### config.mk
export PLATFORM = sky130hd
export DESIGN_NAME = jtcontra_gfx_romarb
export DESIGN_NICKNAME = d
export VERILOG_FILES = /design/src/rtl/jtcontra_gfx_pkg.sv /design/src/rtl/jtcontra_romarb_port.sv /design/src/rtl/jtcontra_gfx_romarb.sv
export SDC_FILE = /design/constraint.sdc
export NUM_CORES = 1
export LEC_CHECK = 0
export BUFFER_PORTS_ARGS = -buffer_cell sky130_fd_sc_hd__clkbuf_2
export CORE_AREA = 3 3 100 102
export CTS_CLUSTER_SIZE = 40
export DETAILED_ROUTE_END_ITERATION = 12
export DIE_AREA = 0 0 103 105
export PLACE_DENSITY = 0.79
export SETUP_SLACK_MARGIN = 0.5
export SYNTH_ARGS = -nofsm -noshare
export SYNTH_HDL_FRONTEND = slang
export SYNTH_SLANG_ARGS = --single-unit
### constraint.sdc
create_clock -name clk -period 3.5 [get_ports clk]
set_input_delay 0.175 -clock clk [delete_from_list [all_inputs] [get_ports clk]]
set_output_delay 0.175 -clock clk [all_outputs]
set_load 0.01 [all_outputs]
### src/rtl/jtcontra_gfx_pkg.sv
// Shared definitions for the 007121 graphics ROM path: default bus widths
// and the ROM-slot arbiter state encoding.
package jtcontra_gfx_pkg;

   localparam int GFX_AW = 18;
   localparam int GFX_DW = 16;

   typedef enum logic [1:0] {
      ST_IDLE   = 2'd0,
      ST_WAIT_T = 2'd1,
      ST_WAIT_O = 2'd2
   } arb_state_t;

endpackage

### src/rtl/jtcontra_romarb_port.sv
// One requester side of the graphics ROM arbiter: remembers the last word
// delivered, flags hits against it and registers the ok/data outputs.
module jtcontra_romarb_port
   import jtcontra_gfx_pkg::*;
#(
   parameter int AW = GFX_AW,
   parameter int DW = GFX_DW
) (
   input  logic          clk,
   input  logic          rst_n,
   input  logic          cs,
   input  logic [AW-1:0] addr,
   input  logic          fill,
   input  logic [AW-1:0] fill_addr,
   input  logic [DW-1:0] fill_data,
   output logic          hit,
   output logic          ok,
   output logic [DW-1:0] data
);

   logic [AW-1:0] served_addr;
   logic          served_valid;

   assign hit = cs && served_valid && (addr == served_addr);

   // data only moves on a fill, so a hit keeps presenting the served word
   always_ff @(posedge clk or negedge rst_n) begin
      if (!rst_n) begin
         ok           <= 1'b0;
         data         <= '0;
         served_addr  <= '0;
         served_valid <= 1'b0;
      end else begin
         ok <= hit || fill;
         if (fill) begin
            data         <= fill_data;
            served_addr  <= fill_addr;
            served_valid <= 1'b1;
         end
      end
   end

endmodule

### src/rtl/jtcontra_gfx_romarb.sv
// Shares the single 007121 graphics ROM SDRAM slot between the tilemap
// (fixed priority) and object fetchers, with a starvation escape for objects.
//
// state     | meaning
// ST_IDLE   | no access in flight, choose a missing requester
// ST_WAIT_T | slot granted to tilemap, waiting for rom_ok
// ST_WAIT_O | slot granted to objects, waiting for rom_ok
module jtcontra_gfx_romarb
   import jtcontra_gfx_pkg::*;
#(
   parameter int AW     = GFX_AW,
   parameter int DW     = GFX_DW,
   parameter int STARVE = 4
) (
   input  logic          clk,
   input  logic          rst_n,
   input  logic          tile_cs,
   input  logic [AW-1:0] tile_addr,
   output logic          tile_ok,
   output logic [DW-1:0] tile_data,
   input  logic          obj_cs,
   input  logic [AW-1:0] obj_addr,
   output logic          obj_ok,
   output logic [DW-1:0] obj_data,
   output logic          rom_cs,
   output logic [AW-1:0] rom_addr,
   input  logic          rom_ok,
   input  logic [DW-1:0] rom_data,
   output logic [2:0]    starve_cnt
);

   arb_state_t    state;
   logic          guard;
   logic          tile_hit;
   logic          obj_hit;
   logic          tile_miss;
   logic          obj_miss;
   logic          in_wait;
   logic          grant_cs;
   logic [AW-1:0] grant_addr;
   logic          done;
   logic          tile_done;
   logic          obj_done;
   logic          starve_full;

   assign tile_miss   = tile_cs && !tile_hit;
   assign obj_miss    = obj_cs && !obj_hit;
   assign starve_full = (starve_cnt == 3'(STARVE));

   assign in_wait    = (state == ST_WAIT_T) || (state == ST_WAIT_O);
   assign grant_cs   = (state == ST_WAIT_O) ? obj_cs : tile_cs;
   assign grant_addr = (state == ST_WAIT_O) ? obj_addr : tile_addr;

   // completion is the last branch of the wait priority chain
   assign done      = in_wait && !guard && grant_cs && (grant_addr == rom_addr) && rom_ok;
   assign tile_done = done && (state == ST_WAIT_T);
   assign obj_done  = done && (state == ST_WAIT_O);

   always_ff @(posedge clk or negedge rst_n) begin
      if (!rst_n) begin
         state    <= ST_IDLE;
         guard    <= 1'b0;
         rom_cs   <= 1'b0;
         rom_addr <= '0;
      end else begin
         case (state)
            ST_IDLE: begin
               if (obj_miss && (!tile_miss || starve_full)) begin
                  rom_addr <= obj_addr;
                  rom_cs   <= 1'b1;
                  guard    <= 1'b1;
                  state    <= ST_WAIT_O;
               end else if (tile_miss) begin
                  rom_addr <= tile_addr;
                  rom_cs   <= 1'b1;
                  guard    <= 1'b1;
                  state    <= ST_WAIT_T;
               end
            end
            ST_WAIT_T, ST_WAIT_O: begin
               // the cycle after an issue may still carry the SDRAM's ok for the old address
               if (guard) begin
                  guard <= 1'b0;
               end else if (!grant_cs) begin
                  rom_cs <= 1'b0;
                  state  <= ST_IDLE;
               end else if (grant_addr != rom_addr) begin
                  rom_addr <= grant_addr;
                  guard    <= 1'b1;
               end else if (rom_ok) begin
                  rom_cs <= 1'b0;
                  state  <= ST_IDLE;
               end
            end
            default: begin
               rom_cs <= 1'b0;
               guard  <= 1'b0;
               state  <= ST_IDLE;
            end
         endcase
      end
   end

   always_ff @(posedge clk or negedge rst_n) begin
      if (!rst_n) begin
         starve_cnt <= 3'd0;
      end else if (!obj_cs || obj_done) begin
         starve_cnt <= 3'd0;
      end else if (tile_done && !obj_hit && !starve_full) begin
         starve_cnt <= starve_cnt + 3'd1;
      end
   end

   jtcontra_romarb_port #(.AW(AW), .DW(DW)) u_tile (
      .clk       (clk),
      .rst_n     (rst_n),
      .cs        (tile_cs),
      .addr      (tile_addr),
      .fill      (tile_done),
      .fill_addr (rom_addr),
      .fill_data (rom_data),
      .hit       (tile_hit),
      .ok        (tile_ok),
      .data      (tile_data)
   );

   jtcontra_romarb_port #(.AW(AW), .DW(DW)) u_obj (
      .clk       (clk),
      .rst_n     (rst_n),
      .cs        (obj_cs),
      .addr      (obj_addr),
      .fill      (obj_done),
      .fill_addr (rom_addr),
      .fill_data (rom_data),
      .hit       (obj_hit),
      .ok        (obj_ok),
      .data      (obj_data)
   );

   a_cs_tracks_state: assert property (@(posedge clk) disable iff (!rst_n)
      rom_cs == (state != ST_IDLE));
   a_starve_bound: assert property (@(posedge clk) disable iff (!rst_n)
      starve_cnt <= 3'(STARVE));

endmodule

# Word level (Yosys, flattened, before mapping)
# Cells that the tools add are included.
[totals]
output_inout_bits = 56
input_bits = 57
register_bits = 97
word_cells = 87
[classes]
muxes = 28
reduce_logical = 32
eq_ne = 13
add_sub_neg = 1
[op_table]
columns = ["op", "n"]
rows = [
  ["$mux W18", 6],
  ["$eq A18 B18 Y1", 3],
  ["$pmux W18 S2", 1],
  ["$ne A18 B18 Y1", 1],
  ["$logic_and A1 B1 Y1", 15],
  ["$mux W2", 6],
  ["$mux W1", 10],
  ["$ne A3 B3 Y1 const B", 3],
  ["$logic_not A1 Y1", 6],
  ["$mux W3", 2],
  ["$ne A2 B2 Y1 const B", 3],
  ["$logic_or A1 B1 Y1", 5],
  ["$reduce_and A5 Y1", 1],
  ["$pmux W1 S2", 2],
  ["$pmux W2 S2", 1],
  ["$reduce_and A4 Y1", 1],
  ["$reduce_bool A2 Y1", 2],
  ["$add A3 B1 Y3 const B", 1],
  ["$eq A3 B3 Y1 const B", 1],
  ["$eq A2 B1 Y1 const B", 1],
  ["$eq A2 B2 Y1 const B", 1],
  ["$logic_not A2 Y1", 1],
  ["$reduce_or A2 Y1", 1],
]

# Logic depth before layout (Yosys ltp)
# Gate-level depths: netlist (run 1).
[depth]
word_depth = 11
mapped_depth = 13
ltp_nobuf = 9

# By module
# A second synthesis (run 1) with hierarchy kept.
[hier_totals]
cells_unflattened = 383
area_unflattened_um2 = 5052.3
[by_module_without_submodules]
columns = ["mod", "area_per_inst_um2", "cells_per_inst", "seq_area_each_um2", "n_inst"]
rows = [
  ["jtcontra_romarb_port", 1532.7, 103, 900.9, 2],
  ["jtcontra_gfx_romarb", 1986.9, 177, 625.6, 1],
]

# Worst setup path before layout (run 1)
# Ideal clock, no wire load.
[synth_path]
path_type = "register to register"
from = "reg u_tile.served_addr[17]"
to = "reg rom_addr[10]"
synth_period_minus_slack_ns = 2.820
stages_incl_launch_ff = 10
required_time_ns = 3.375
slack_ns = 0.680
n_path_buf = 2
setup_ns = 0.125
arrival_time_ns = 2.696
path_cell_list = "dfrtp_1 > xor2_1 > or4_1 > nor4_1 > a211o_1 > a32o_1 > buf_2 > buf_2 > mux2_2 > mux2_2"
[synth_between]
elab_chain_cells = 9
word_cells_on_any_way = 11
classes_between = "eq/ne: 2; mux: 2; reduce/logical: 7"
[synth_rtl]
columns = ["element", "line_no", "source"]
rows = [
  ["start, declared", "jtcontra_romarb_port.sv:21", "logic [AW-1:0] served_addr;"],
  ["start signal, assigned", "jtcontra_romarb_port.sv:37", "served_addr <= fill_addr;"],
  ["$eq A18 B18 Y1 *", "jtcontra_romarb_port.sv:24", "assign hit = cs && served_valid && (addr == served_addr);"],
  ["$logic_and A1 B1 Y1 *", "jtcontra_romarb_port.sv:24", ""],
  ["$logic_not A1 Y1 *", "jtcontra_gfx_romarb.sv:46", "assign tile_miss = tile_cs && !tile_hit;"],
  ["$logic_and A1 B1 Y1 *", "jtcontra_gfx_romarb.sv:46", ""],
  ["$logic_not A1 Y1", "jtcontra_gfx_romarb.sv:68", "if (obj_miss && (!tile_miss || starve_full)) begin"],
  ["$logic_or A1 B1 Y1", "jtcontra_gfx_romarb.sv:68", ""],
  ["$logic_and A1 B1 Y1", "jtcontra_gfx_romarb.sv:68", ""],
  ["$ne A3 B3 Y1 (no line) or $mux W18 (tied branches)", "--", ""],
  ["$reduce_and A5 Y1 (no line) or $pmux W18 S2 (tied branches)", "--", ""],
  ["end signal, assigned", "jtcontra_gfx_romarb.sv:69", "rom_addr <= obj_addr;"],
  ["end signal, assigned", "jtcontra_gfx_romarb.sv:74", "rom_addr <= tile_addr;"],
  ["end signal, assigned", "jtcontra_gfx_romarb.sv:88", "rom_addr <= grant_addr;"],
  ["end, declared", "jtcontra_gfx_romarb.sv:26", "output logic [AW-1:0] rom_addr,"],
]
# Mark *: on every way between the ends. The rest lies on a longest branch, timed or not.
# A chain may end at the register's enable or synchronous reset.

# Worst setup path in the final report (run 1)
[layout_path]
from = "reg state[0]"
to = "reg starve_cnt[2]"
[layout_between]
elab_chain_cells = 10
word_cells_on_any_way = 17
classes_between = "eq/ne: 3; mux: 3; reduce/logical: 11"
[layout_rtl]
columns = ["element", "line_no", "source"]
rows = [
  ["start, declared", "jtcontra_gfx_romarb.sv:32", "arb_state_t state;"],
  ["start signal, assigned", "jtcontra_gfx_romarb.sv:61", "state <= ST_IDLE;"],
  ["start signal, assigned", "jtcontra_gfx_romarb.sv:72", "state <= ST_WAIT_O;"],
  ["start signal, assigned", "jtcontra_gfx_romarb.sv:77", "state <= ST_WAIT_T;"],
  ["branches (longest 10 deep; another with $mux W18)", "--", ""],
  ["end signal, assigned", "jtcontra_gfx_romarb.sv:110", "starve_cnt <= starve_cnt + 3'd1;"],
  ["end, declared", "jtcontra_gfx_romarb.sv:29", "output logic [2:0] starve_cnt"],
]
# Parallel ways; which one is timed is not known.

==> results_dict.tcl, run 1 <==
set metrics [dict create \
    tightest_slew_ns 1.10 \
    seqPwrFrac_pct 39.7 \
    antenna_found_initial 0 \
    rsz0062_at_grt "yes" \
    io-pin-count 113 \
    ys_seq_area_share_pct 49.0 \
    ctsLongestPathBuffers 2 \
    viasPerCell 5.70 \
    drc_errors 0 \
    rr_worst_depth 10 \
    cpPeakStageDelay_ns 0.57 \
    p_sw_share_pct 35.6 \
    die_w_um 103 \
    drt_iter0_drc 229 \
    cts_buffers 9 \
    whs_ns -0.0312 \
    clk_latency_ns 0.37 \
    synthArstFlopShare_pct 100 \
    gr-usage-all-layers_pct 22.8 \
    crit_path_start_kind "flop" \
    synth_area_sq_um 4960 \
    grt_pass1_vias 3698 \
    fin_skew_ns 0.0125 \
    cts_root_buffer "clkbuf_8" \
    crit_path_end_kind "flop" \
    routed_wirelength_mm 12.6 \
    chipHeight_um 105 \
    violations "hold timing" \
    switching_power_w 0.00129 \
    finalWorstSetupSlack_ns 0.455 \
    pre_cts_slack_ns 0.235 \
    worst-path-buf-inv 2 \
    dr_total_vias 3566 \
    syn_to_final_growth_pct 25.3 \
    clock.fmax_mhz 328 \
    htree_levels 3 \
    synth_xor_area_share_pct 9.54 \
    worst-path-max-fanout 6 \
    crit_required_ns 3.80 \
    wire_per_inst_um 20.2 \
    cts_tree "built" \
    drive_gt1_share_pct 54.2 \
    critPathKind "reg -> reg" \
    yosys_warnings 0 \
    synth_simple_gate_area_share_pct 7.07 \
    fin_tns_setup_ns 0 \
    setup_viol 0 \
    crit_chain "inv_2 > ha_4 > buf_12 > mux2i_1 > xnor2_1 > nor4_4 > nand4_2 > or4_4 > or4_4 > a21oi_2" \
    rows 35 \
    period_needed_ns 3.05 \
    diodes 0 \
    p_clk_share_pct 19.9 \
    hpwlAfterDp_mm 8.38 \
    syn_avg_cell_area_sq_um 13.1 \
    grt-ovfl-total 0 \
    synth-edff-count 0 \
    final_cell_mix "clkbuf_2, mux2_2, dfrtp_1, xnor2_1, mux2i_1" \
    synth.distinct_cells 42 \
    leakage_nw 3.04 \
    initial_core_util_pct 53.9 \
    cp.arrival_ns 3.35 \
    ir_drop_mv 0.416 \
    first_pass_iters 4 \
    power-per-cell-area_nw_per_um2 583 \
    final_common_cell "clkbuf_2" \
    critical-path-top-delay-family "simple AND/OR/NAND/NOR gates" \
    synthFlopType "dfrtp_1" \
    grt_max_degree 87 \
    synth_nets 442 \
    synth_top_family_by_area "multiplexers" \
    coreArea_sq_um 9200 \
    finalCritPeriodShare_pct 87.0 \
    fin_nets 573 \
    grt_pass1_wl_mm 19.1 \
    drv_cap 0 \
    synthAdderAreaFrac_pct 1.51 \
    ys_seq_elements 97 \
    min_path_type "in -> async" \
    synth_cells 379 \
    p_int_w 0.00233 \
    cts.sinks 97 \
    status "finished with violations" \
    clkTransAtPathRegs_ns 0.10 \
    place_congestion 0.918 \
    ant_nets 0 \
    drv_slew 0 \
    slowest_stage "or4_4" \
    p_comb_share_pct 40.3 \
    synth-compound-area-share_pct 2.27 \
    numPortBuffers 112 \
    cpMostUsedCell "or4_4" \
    path_depth 10 \
    hold_violations 15 \
    p_total_w 0.00362 \
    die-area_sq_um 10800 \
    max_slew_margin_pct 27.0 \
    synthMuxAreaShare_pct 27.9 \
]
[power by group through the flow]
| stage | sequential (W) | combinational [W] | clock [W] |
|---|---|---|---|
| after floorplan | 0.00146 | 0.000730 | 0 |
| after global placement | 0.00144 | 0.00112 | 0 |
| after detailed placement | 0.00145 | 0.00114 | 0 |
| after CTS | 0.00143 | 0.00123 | 0.000737 |
| after global routing | 0.00146 | 0.00154 | 0.000780 |
| final | 0.00144 | 0.00146 | 0.000721 |
[layout make-up]
cell class,count,area [sq um]
inverter,9,33.8
clock buffer,10,138
fill,682,2990
tap,111,139
multi-input combinational,259,2520
timing repair buffer,134,887
sequential,97,2430
clock inverter,6,61.3
[state kept, by name, indices dropped and copies added (netlist names)]
register,cells
u_tile.served_addr,18
u_obj.served_addr,18
rom_cs,1
u_tile.data,16
u_tile.served_valid,1
starve_cnt,3
u_tile.ok,1
rom_addr,18
u_obj.data,16
u_obj.ok,1
state,2
guard,1
u_obj.served_valid,1
[cell families after synthesis]
group,count (synthesis)
AND/OR/NAND/NOR,57
AO/OA/AOI/OAI,17
flip-flops,97
multiplexers,125
buffers and inverters,23
XOR/XNOR,54
adder cells (fa/ha/maj),6
[metrics by stage]
stage / util [%] / hold slack [ns] / instance area [sq um] / instances
finish: 67.5 / -0.0312 / 6210 / 626
detailed placement: 61.8 / 0.428 / 5680 / 597
CTS: 65.5 / 0.0301 / 6020 / 619
global route: 67.5 / 0.0315 / 6210 / 626
floorplan: - / -0.121 / 4960 / 379
global placement: 61.8 / 0.420 / 5680 / 597
[cells in the mapped netlist, types with 2 or more instances]
library cell,n,area share [%]
buf_2,10,1.0
nand3_1,6,0.61
dfrtp_1,97,49
nand2_1,13,0.98
ha_1,6,1.5
buf_6,2,0.45
inv_1,9,0.68
mux2i_1,19,3.8
mux2_2,106,24
nand3b_1,2,0.30
nor3_1,4,0.40
or4_1,2,0.30
nand2b_1,3,0.38
or3_1,2,0.25
xor2_1,12,2.1
nand4_1,9,1.1
a21oi_1,4,0.40
xnor2_1,42,7.4
nor4_2,2,0.50
nor4_1,4,0.50
o21ai_0,4,0.40
[worst paths after layout]
check                                    start               endpoint  slack [ns]
setup reg to reg                      state[0]          starve_cnt[2]        0.45
min in group clk                   rom_data[1]          u_obj.data[1]        0.04
max in group asynchronous                rst_n  u_obj.served_addr[14]        2.67
hold / removal                           rst_n            rom_addr[1]       -0.03
setup / recovery                      state[0]          starve_cnt[2]        0.45
hold reg to reg            u_tile.served_valid    u_tile.served_valid        0.48
[worst reg2reg max path, stage by stage, from the launching register on]
cell and delay (ns):
dfrtp_1 0.40, inv_2 0.09, ha_4 0.20, buf_12 0.15
mux2i_1 0.23, xnor2_1 0.13, nor4_4 0.38, nand4_2 0.18
or4_4 0.57, or4_4 0.49, a21oi_2 0.16
[what timing repair did]
item	4_1_cts	5_1_grt
endpoints found under the setup margin	53	86
gates cloned	2	4
hold buffers	0	0
gates resized for setup	11	16
pin swaps	4	9
setup buffers	4	3
[routing by layer]
layer / global-route usage, % / share of wire (%)
met1: 29.5 / 41
met2: 37.4 / 50
met3: 4.94 / 6.5
met4: 7.96 / 2.2
met5: 0 / 0
Power figures use the tool's default switching activity.
==> run 2: changes to the inputs <==
--- a/config.mk
+++ b/config.mk
@@ -5,7 +5,7 @@
 export SDC_FILE = /design/constraint.sdc
 export NUM_CORES = 1
 export LEC_CHECK = 0
-export BUFFER_PORTS_ARGS = -buffer_cell sky130_fd_sc_hd__clkbuf_2
+export BUFFER_PORTS_ARGS = -buffer_cell sky130_fd_sc_hd__buf_2
 export CORE_AREA = 3 3 100 102
 export CTS_CLUSTER_SIZE = 40
 export DETAILED_ROUTE_END_ITERATION = 12
==> results_dict.tcl, run 2 (synthesis gave the netlist of run 1 again) <==
set metrics [dict create \
    status "finished, final reports clean" \
    finalCritPeriodShare_pct 89.0 \
    crit_chain "inv_2 > ha_4 > buf_12 > buf_16 > mux2i_1 > xnor2_1 > nor4_2 > nand4_2 > or4_4 > or4_4 > a21oi_2" \
    largestRegisters "rom_addr x18, u_obj.served_addr x18, u_tile.served_addr x18" \
    endpoint "starve_cnt[2]" \
    clkTransAtPathRegs_ns 0.11 \
    ir_drop_mv 0.291 \
    cts_root_buffer "clkbuf_8" \
    die_w_um 103 \
    drive_gt1_share_pct 54.0 \
    diodes 0 \
    rr_worst_depth 11 \
    coreArea_sq_um 9200 \
    crit_path_end_kind "flop" \
    rr_startpoint "state[0]" \
    regArea_sq_um 2430 \
    viasPerCell 5.58 \
    drv_cap 0 \
    fin_skew_ns 0.0138 \
    antenna_found_initial 0 \
    power-per-cell-area_nw_per_um2 550 \
    routed_wirelength_mm 12.1 \
    place_congestion 0.855 \
    worst-path-max-fanout 6 \
    cpPeakStageDelay_ns 0.58 \
    leakage_nw 3.08 \
    cts.sinks 97 \
    reg2reg_slack_ns 0.39 \
    crit_required_ns 3.80 \
    drt_iter0_drc 183 \
    die-area_sq_um 10800 \
    multi_input_area_sq_um 2480 \
    htree_levels 3 \
    drc_errors 0 \
    max_slew_margin_pct 66.2 \
    critPathKind "reg -> reg" \
    slowest_stage "or4_4" \
    min_path_type "in -> reg" \
    p_total_w 0.00343 \
    fin_tns_setup_ns 0 \
    initial_core_util_pct 53.9 \
    io-pin-count 113 \
    gr-usage-all-layers_pct 22.2 \
    dr_total_vias 3555 \
    cts_buffers 9 \
    grt-ovfl-total 0 \
    grt_pass1_wl_mm 18.7 \
    period_needed_ns 3.11 \
    chipHeight_um 105 \
    critical-path-top-delay-family "simple AND/OR/NAND/NOR gates" \
    hpwlAfterDp_mm 8.34 \
    path_depth 11 \
    n_fill_cell 709 \
    r2r_end "starve_cnt[2]" \
    final_cell_mix "buf_2, mux2_2, dfrtp_1, xnor2_1, buf_4" \
    hold_violations 0 \
    first_pass_iters 4 \
    worst-path-buf-inv 3 \
    ant_nets 0 \
    tightest_slew_ns 0.507 \
    cp.arrival_ns 3.41 \
    final_common_cell "buf_2" \
    cpMostUsedCell "or4_4" \
    drv_slew 0 \
    setup_viol 0 \
    clock.fmax_mhz 321 \
    wire_per_inst_um 19.1 \
    cts_tree "built" \
    grt_pass1_vias 3699 \
    rsz0062_at_grt "yes" \
    ctsLongestPathBuffers 2 \
    clk_latency_ns 0.37 \
    syn_to_final_growth_pct 25.8 \
    crit_path_start_kind "flop" \
    startpoint "state[0]" \
    numPortBuffers 112 \
    rows 35 \
    grt_max_degree 41 \
    fin_nets 584 \
]
run 2: cell types whose count changed in the layout (fill, tap and decap cells not counted), moves of 2 or more:
cell      delta
buf_6        -2
inv_8        +2
buf_8        +2
buf_4        +9
buf_12       +2
buf_2      +112
clkbuf_2   -111
run 2: area by class of cell:
class	count	area share, %
timing repair buffer	145	15.4
inverter	9	0.542
clock buffer	10	2.21
sequential	97	38.9
multi-input combinational	259	39.7
clock inverter	6	0.943
tap	111	2.23
run 2: what timing repair did:
| action | in CTS | in global routing |
|---|---|---|
| pin swaps | 2 | 9 |
| hold buffers | 1 | 0 |
| cloned | 1 | 2 |
| setup buffers | 3 | 18 |
| endpoints found under the hold margin | 18 | 0 |
| setup endpoints to repair | 72 | 83 |
| gates resized for setup | 9 | 18 |
run 2: how the worst min path moves through the flow:
stage | cells past startpoint | end | start
6_report | 2 | u_obj.data[5] | rom_data[5]
5_1_grt | 2 | u_tile.data[12] | rom_data[12]
4_1_cts | 2 | u_obj.data[5] | rom_data[5]
2_1_floorplan | 0 | guard | rst_n
3_5_place_dp | 1 | rom_cs | rst_n
3_3_place_gp | 1 | rom_cs | rst_n
run 2: stage by stage:
step,hold slack [ns],cell area (sq um),utilization (%),worst slack [ns],instances
3_5_place_dp,0.0725,5660,61.6,0.286,596
2_1_floorplan,-0.121,4960,-,0.680,379
5_1_grt,0.0228,6230,67.8,0.271,637
3_3_place_gp,0.0712,5660,61.6,0.366,596
6_report,0.0376,6230,67.8,0.385,637
4_1_cts,0.0297,5970,65.0,0.458,617
run 2: report_power, final:
group,internal [W],leakage (nW),switching [W]
logic,0.000679,1.68,0.000595
registers,0.00126,1.31,0.000175
clock network,0.000295,0.0984,0.000426
run 2: routing by layer:
| layer | track usage, % | vias up | part of all wire, % |
|---|---|---|---|
| met5 | 0 | - | 0 |
| met4 | 8.33 | 0 | 2.2 |
| met3 | 5.61 | 20 | 6.4 |
| met2 | 36.1 | 124 | 50 |
| met1 | 28.3 | 1774 | 42 |
| li1 | - | 1637 | - |
==> run 3: changes to the inputs <==
--- a/config.mk
+++ b/config.mk
@@ -10,7 +10,9 @@
 export CTS_CLUSTER_SIZE = 40
 export DETAILED_ROUTE_END_ITERATION = 12
 export DIE_AREA = 0 0 103 105
-export PLACE_DENSITY = 0.79
+export GPL_TIMING_DRIVEN = 1
+export HOLD_SLACK_MARGIN = 0.03
+export PLACE_DENSITY = 0.81
 export SETUP_SLACK_MARGIN = 0.5
 export SYNTH_ARGS = -nofsm -noshare
 export SYNTH_HDL_FRONTEND = slang
==> results_dict.tcl, run 3 (synthesis gave the netlist of run 1 again) <==
set metrics [dict create \
    antenna_found_initial 0 \
    clk_latency_ns 0.37 \
    crit_path_start_kind "flop" \
    drc_errors 0 \
    min_path_type "in -> reg" \
    routed_wirelength_mm 12.2 \
    crit_chain "inv_2 > ha_4 > buf_12 > buf_12 > mux2i_1 > xnor2_1 > nor4_2 > nand4_2 > buf_4 > or3_4 > buf_12 > mux2_2" \
    finalCritPeriodShare_pct 86.0 \
    startpoint "state[0]" \
    syn_to_final_growth_pct 26.4 \
    status "finished, final reports clean" \
    fin_tns_setup_ns 0 \
    cp.arrival_ns 3.26 \
    crit_required_ns 3.75 \
    n_fill_cell 685 \
    worst-path-max-fanout 15 \
    numPortBuffers 112 \
    cpMostUsedCell "buf_12" \
    grt-ovfl-total 0 \
    rr_worst_depth 12 \
    gr-usage-all-layers_pct 22.8 \
    crit_path_end_kind "flop" \
    dr_total_vias 3614 \
    die-area_sq_um 10800 \
    fin_skew_ns 0.0110 \
    io-pin-count 113 \
    finalWorstSetupSlack_ns 0.491 \
    grt_max_degree 42 \
    htree_levels 3 \
    cts_tree "built" \
    period_needed_ns 3.01 \
    reg2reg_slack_ns 0.49 \
    coreArea_sq_um 9200 \
    chipHeight_um 105 \
    die_w_um 103 \
    drive_gt1_share_pct 53.4 \
    hold_violations 0 \
    viasPerCell 5.64 \
    rsz0062_at_grt "yes" \
    clkTransAtPathRegs_ns 0.11 \
    grt_pass1_vias 3733 \
    cts_buffers 9 \
    final_cell_mix "buf_2, mux2_2, dfrtp_1, xnor2_1, buf_4" \
    first_pass_iters 5 \
    final_common_cell "buf_2" \
    fin_nets 588 \
    slowest_stage "or3_4" \
    endpoint "u_obj.served_addr[14]" \
    cts.sinks 97 \
    drv_slew 0 \
    drt_iter0_drc 215 \
    ctsLongestPathBuffers 2 \
    rows 35 \
    cpPeakStageDelay_ns 0.43 \
    place_congestion 0.870 \
    grt_pass1_wl_mm 19.0 \
    leakage_nw 3.10 \
    cts_root_buffer "clkbuf_8" \
    initial_core_util_pct 53.9 \
    rr_startpoint "state[0]" \
    r2r_end "u_obj.served_addr[14]" \
    ir_drop_mv 0.363 \
    pre_cts_slack_ns 0.194 \
    tightest_slew_ns 0.525 \
    critPathKind "reg -> reg" \
    ant_nets 0 \
    clock.fmax_mhz 332 \
    largestRegisters "rom_addr x18, u_obj.served_addr x18, u_tile.served_addr x18" \
    wire_per_inst_um 19.0 \
    power-per-cell-area_nw_per_um2 562 \
    drv_cap 0 \
    diodes 0 \
    max_slew_margin_pct 65.0 \
    hpwlAfterDp_mm 8.30 \
    setup_viol 0 \
]
[run 3: cell types whose count changed in the layout (fill, tap and decap cells not counted), sizes merged]
| cell | before | now |
|---|---|---|
| buf | 142 | 140 |
| clkinvlp | 1 | 0 |
| dlygate4sd3 | 1 | 6 |
| inv | 12 | 14 |
[run 3: per-stage QoR]
stage	power, W	hold WS, ns	util (%)	cells	cell area [sq um]
6_report	0.00352	0.0403	68.1	641	6260
5_1_grt	0.00370	0.0269	68.1	641	6260
4_1_cts	0.00335	0.0326	65.6	626	6030
3_3_place_gp	0.00252	0.111	61.5	597	5660
2_1_floorplan	0.00219	-0.121	-	379	4960
3_5_place_dp	0.00255	0.120	61.5	597	5660
[run 3: where the power goes]
part	switching (W)	internal [W]	leakage, nW
sequential	0.000179	0.00126	1.31
clock	0.000431	0.000274	0.0969
combinational	0.000622	0.000761	1.69
total	0.00123	0.00229	3.10
[run 3: critical path, delay by kind of cell, from the launching register on]
kind,cells,cell delay [ns]
xor gates and xnor gates,1,0.11
and+or+nand+nor,3,0.95
DFF,1,0.40
buffers and inverters,5,0.74
muxes,2,0.50
adders and majority gates,1,0.17
[run 3: what timing repair did]
item                       in CTS  in global routing
pin swaps                       8                  6
resized for setup              15                 12
setup endpoints to repair      81                 82
hold buffers                    2                  4
hold endpoints to repair       27                  5
cloned                          1                  4
buffers inserted               10                  7
[run 3: layer usage]
metal  global-route usage, %  up-vias  wire (um)
li1                        -     1647          -
met1                    29.6     1797       5120
met2                    36.8      148       5980
met3                    5.61       22        825
met4                    7.77        0        269
met5                       0        -          0
[run 3: final cells by class]
class / instances / area, sq um / share of cell area, %
clock buffer: 9 / 124 / 1.98
clock inverter: 7 / 60.1 / 0.959
inverter: 9 / 33.8 / 0.539
multi-input combinational: 259 / 2460 / 39.4
sequential: 97 / 2430 / 38.8
tap: 111 / 139 / 2.22
timing repair buffer: 149 / 1010 / 16.2
[run 3: how the worst min path moves through the flow]
stage | startpoint | to | slack, ns | depth (start not counted)
3_5_place_dp | rst_n | u_obj.served_addr[1] | 0.12 | 1
6_report | rom_data[15] | u_obj.data[15] | 0.04 | 2
2_1_floorplan | rst_n | guard | -0.12 | 0
3_3_place_gp | rst_n | u_obj.served_addr[1] | 0.11 | 1
5_1_grt | rom_data[15] | u_obj.data[15] | 0.03 | 2
4_1_cts | rom_data[13] | u_obj.data[13] | 0.03 | 2
